File: src/rtl/wshb_arbiter.sv
// Round-robin arbiter that shares one Wishbone classic slave between two masters.
// A hold counter bounds each master's tenure whenever the other master is waiting.
module wshb_arbiter #(
  parameter int DATA_WIDTH = 32,
  parameter int ADDR_WIDTH = 32,
  parameter int MAX_HOLD   = 64
) (
  input  logic                    clk,
  input  logic                    rst_n,

  input  logic                    m0_cyc,
  input  logic                    m0_stb,
  input  logic                    m0_we,
  input  logic [ADDR_WIDTH-1:0]   m0_adr,
  input  logic [DATA_WIDTH-1:0]   m0_dat_w,
  input  logic [DATA_WIDTH/8-1:0] m0_sel,
  output logic                    m0_ack,
  output logic [DATA_WIDTH-1:0]   m0_dat_r,

  input  logic                    m1_cyc,
  input  logic                    m1_stb,
  input  logic                    m1_we,
  input  logic [ADDR_WIDTH-1:0]   m1_adr,
  input  logic [DATA_WIDTH-1:0]   m1_dat_w,
  input  logic [DATA_WIDTH/8-1:0] m1_sel,
  output logic                    m1_ack,
  output logic [DATA_WIDTH-1:0]   m1_dat_r,

  output logic                    s_cyc,
  output logic                    s_stb,
  output logic                    s_we,
  output logic [ADDR_WIDTH-1:0]   s_adr,
  output logic [DATA_WIDTH-1:0]   s_dat_w,
  output logic [DATA_WIDTH/8-1:0] s_sel,
  input  logic                    s_ack,
  input  logic [DATA_WIDTH-1:0]   s_dat_r,

  output logic [1:0]              grant
);

  localparam int HW = $clog2(MAX_HOLD + 1);
  localparam logic [HW-1:0] HOLD_LAST = HW'(MAX_HOLD - 1);
  localparam logic [HW-1:0] HOLD_MAX  = HW'(MAX_HOLD);

  localparam logic [1:0] IDLE = 2'd0;
  localparam logic [1:0] GNT0 = 2'd1;
  localparam logic [1:0] GNT1 = 2'd2;

  logic [1:0]    state_reg, state_next;
  logic          last_reg, last_next;
  logic [HW-1:0] hold_cnt_reg, hold_cnt_next;
  logic          hold_spent;

  // Once the tenure budget is used up, any ack is a legal handover point.
  assign hold_spent = s_ack && (hold_cnt_reg >= HOLD_LAST);

  always_comb begin
    state_next    = state_reg;
    last_next     = last_reg;
    hold_cnt_next = hold_cnt_reg;

    case (state_reg)
      IDLE: begin
        if (m0_cyc && m1_cyc) begin
          state_next = last_reg ? GNT0 : GNT1;
        end else if (m0_cyc) begin
          state_next = GNT0;
        end else if (m1_cyc) begin
          state_next = GNT1;
        end
      end
      GNT0: begin
        if (!m0_cyc) begin
          state_next = m1_cyc ? GNT1 : IDLE;
        end else if (hold_spent && m1_cyc) begin
          state_next = GNT1;
        end
      end
      GNT1: begin
        if (!m1_cyc) begin
          state_next = m0_cyc ? GNT0 : IDLE;
        end else if (hold_spent && m0_cyc) begin
          state_next = GNT0;
        end
      end
      default: begin
        state_next = IDLE;
      end
    endcase

    if (state_next != state_reg) begin
      hold_cnt_next = '0;
      if (state_next == GNT0) begin
        last_next = 1'b0;
      end else if (state_next == GNT1) begin
        last_next = 1'b1;
      end
    end else if ((state_reg != IDLE) && s_ack && (hold_cnt_reg != HOLD_MAX)) begin
      hold_cnt_next = hold_cnt_reg + HW'(1);
    end
  end

  always_ff @(posedge clk or negedge rst_n) begin
    if (!rst_n) begin
      state_reg    <= IDLE;
      last_reg     <= 1'b1;
      hold_cnt_reg <= '0;
    end else begin
      state_reg    <= state_next;
      last_reg     <= last_next;
      hold_cnt_reg <= hold_cnt_next;
    end
  end

  // Output mux is purely a function of the registered owner, so reset releases the bus at once.
  always_comb begin
    s_cyc   = 1'b0;
    s_stb   = 1'b0;
    s_we    = 1'b0;
    s_adr   = '0;
    s_dat_w = '0;
    s_sel   = '0;
    m0_ack  = 1'b0;
    m1_ack  = 1'b0;
    case (state_reg)
      GNT0: begin
        s_cyc   = m0_cyc;
        s_stb   = m0_stb;
        s_we    = m0_we;
        s_adr   = m0_adr;
        s_dat_w = m0_dat_w;
        s_sel   = m0_sel;
        m0_ack  = s_ack;
      end
      GNT1: begin
        s_cyc   = m1_cyc;
        s_stb   = m1_stb;
        s_we    = m1_we;
        s_adr   = m1_adr;
        s_dat_w = m1_dat_w;
        s_sel   = m1_sel;
        m1_ack  = s_ack;
      end
      default: begin
      end
    endcase
  end

  assign grant    = {state_reg == GNT1, state_reg == GNT0};
  assign m0_dat_r = s_dat_r;
  assign m1_dat_r = s_dat_r;

endmodule
File: config.mk
export PLATFORM = sky130hd
export DESIGN_NAME = wshb_arbiter
export DESIGN_NICKNAME = d
export VERILOG_FILES = /design/src/rtl/wshb_arbiter.sv
export SDC_FILE = /design/constraint.sdc
export NUM_CORES = 1
export LEC_CHECK = 0
export CAP_MARGIN = 20
export CORE_AREA = 4 4 121 123
export DETAILED_ROUTE_END_ITERATION = 6
export DIE_AREA = 0 0 125 127
export GPL_ROUTABILITY_DRIVEN = 0
export PLACE_DENSITY = 0.57
export SYNTH_ARGS = -nofsm -noshare
export SYNTH_HDL_FRONTEND = slang
export SYNTH_SLANG_ARGS = --single-unit
File: constraint.sdc
create_clock -name clk -period 3.5 [get_ports clk]
set_input_delay 0.35 -clock clk [delete_from_list [all_inputs] [get_ports clk]]
set_output_delay 0.35 -clock clk [all_outputs]
set_load 0.02 [all_outputs]
==> metrics <==
DRT Pass-1 Iters 4; Die X 125 um; Final Cycle Share between 80% and 90%; slack of the worst reg-to-reg path approximately 700 ps; DR iter-0 viols approximately 110; crit path DAT about 2700 ps; clock buffer depth 2; CTS root buffer clkbuf_16; CTS buffer count 3; Largest register FFs 7; crit-path cells inv_1, ha_2, buf_4, a22oi_1, nor2b_1, clkdlybuf4s50_1; Post-Synthesis Cells 326; CTS tree done; cts hold-fix bufs 0; FMAX 0.327 GHz; row count 43; Worst R2R Start state_reg[0]$_DFF_PN0_; Tmin final 3050 ps; post-placement cell count 642; WHS 434 ps; Final ANT Viol Nets 0; initial antenna violation count 0; final instance area 4410 sq um; vias 2857; final hold viol count 0; area fraction of the dominant cell type after synthesis 21.8%; Vias/cell between 4 and 5; Synthesized Nets 510; worst slew pin tran 447 ps; Skew-Pair Late Insertion Delay 230 ps; Crit path largest cell delay 620 ps; ys async rst share 100%; global-route wire length before repair 16000 um; final setup fails 0; status complete, no violations; Yosys reg bits 10; Placed Area 4330 sq um; Post-synth EDFFs 0; fillers 1470; PortBufs 219; setup bufs post-CTS 0; setup ws final 446 ps; vias in the first global route between 2k and 3k; pin count of the biggest net entering global routing 71; Top FF cell, synth dfrtp_1; Core Region ~14000 sq um; post-route setup TNS 0 ps; CTS Sinks 10; Post-CTS Resized 0; Worst-path clk slew ~40 ps; Diodes inserted 0; P_leak 1.50 nW; htree depth 1; Slew Limit Fails 0; most frequent cells in the layout clkdlybuf4s50_1 (219), a22oi_1 (70), nor2b_1 (70); Remaining DRCs 0; Worst VDD drop 420 uV; Startpoint Class register; slowest stage cell, crit path clkdlybuf4s50_1; final WL a little over 10000 um; Initial Util between 10% and 20%; FF-to-FF End last_reg$_DFFE_PN1P_; GRT overflow 0; die area between 15000 and 20000 sq um; share of cells above drive strength 1 4.94%; Synth area leaders a22oi_1 (22%), buf_4 (20%), nor2b_1 (18%); total of warnings raised by yosys 0; slew margin rel. 70.1%; Max FO, Critical Path 35; Req. time, crit path 3150 ps; fin cells 646; Unique masters post-synth 45; max cap viols 0; leading cell type in the layout, fill and taps excluded clkdlybuf4s50_1; Syn Area/Cell ~7.4 sq um; Die Y ~130 um; dpl hpwl ~8400 um; Hold/Removal Path Class input port to asynchronous set/reset pin; GRT Total Usage between 10% and 20%; PD cells between 600 and 700 nW/um^2; RSZ-0062 raised after global routing false; Mapped Area 2410 sq um; crit end category output pin; Clock Skews ~4.1 ps; cell taking the most area after synthesis a22oi_1; IO Pins around 320; Reg2Reg Depth 10; Setup CP Type register to output pin; Setup WS pre-CTS 589 ps; WL/cell 16.0 um; post-synthesis sequential area ratio a little over a tenth; Layout area overhead 82.6%; nets@finish 651
-- kinds of logic after synthesis --
logic type,synth area share (%)
buffers and inverters,25.5
AOI/OAI and AO/OA,31.8
DFF,10.4
xor gates and xnor gates,1.82
adders and majority gates,3.63
muxes,1.45
and+or+nand+nor,25.4
-- per-stage QoR --
stage	power, mW	util (%)
after floorplan	1.83	-
after global placement	2.84	31.7
after detailed placement	2.85	31.7
after CTS	3.07	32.2
after global routing	3.26	32.2
final	3.01	32.2
-- how the worst max path moves through the flow --
stage                            from                   end  slack (ps)
6_report       state_reg[0]$_DFF_PN0_              s_adr[6]         450
5_1_grt        state_reg[0]$_DFF_PN0_             s_adr[27]         260
4_1_cts        state_reg[0]$_DFF_PN0_              s_adr[6]         410
3_5_place_dp                   m1_cyc  last_reg$_DFFE_PN1P_         590
3_3_place_gp                   m1_cyc  last_reg$_DFFE_PN1P_         620
2_1_floorplan  state_reg[0]$_DFF_PN0_  last_reg$_DFFE_PN1P_         930
-- layout make-up --
type,instances,area [sq um],area share (%)
timing repair buffer,226,2270,51.5
multi-input combinational,219,1550,35.3
sequential,10,251,5.71
tap,180,225,5.11
clock buffer,4,78.8,1.79
inverter,7,26.3,0.596
-- critical path: cells and delay by family (launching register included) --
| kind | cells | cell delay, ps |
|---|---|---|
| flops | 1 | 470 |
| fa+ha+maj | 1 | 460 |
| simple gates | 1 | 150 |
| compound gates | 1 | 180 |
| buf+inv | 3 | 1190 |
-- cells in the mapped netlist (2+ instances only) --
| cell type | n |
|---|---|
| a22oi_1 | 70 |
| ha_1 | 7 |
| inv_1 | 7 |
| nor2_1 | 4 |
| clkbuf_1 | 23 |
| or2_2 | 2 |
| a21oi_1 | 11 |
| nand3_1 | 7 |
| nor2b_1 | 70 |
| o21ai_0 | 2 |
| xor2_1 | 2 |
| dfrtp_1 | 9 |
| xnor2_1 | 3 |
| buf_4 | 64 |
| a31oi_1 | 2 |
| nor4_1 | 2 |
| mux2i_1 | 2 |
| a41o_1 | 2 |
| nand2_1 | 9 |
| and2_1 | 3 |
-- metal layers --
metal	vias to the layer above	global-route usage, %	share of wire (%)
met4	0	1.47	1.2
met3	18	3.14	7.6
met5	-	0	0
met1	1307	15.2	42
li1	1383	-	-
met2	149	20.6	49
-- power breakdown --
group | internal [mW] | switching, mW
clock | 0.152 | 0.0484
sequential | 0.143 | 0.0417
combinational | 1.31 | 1.32
total | 1.60 | 1.41
(Power assumes the default switching activity.)
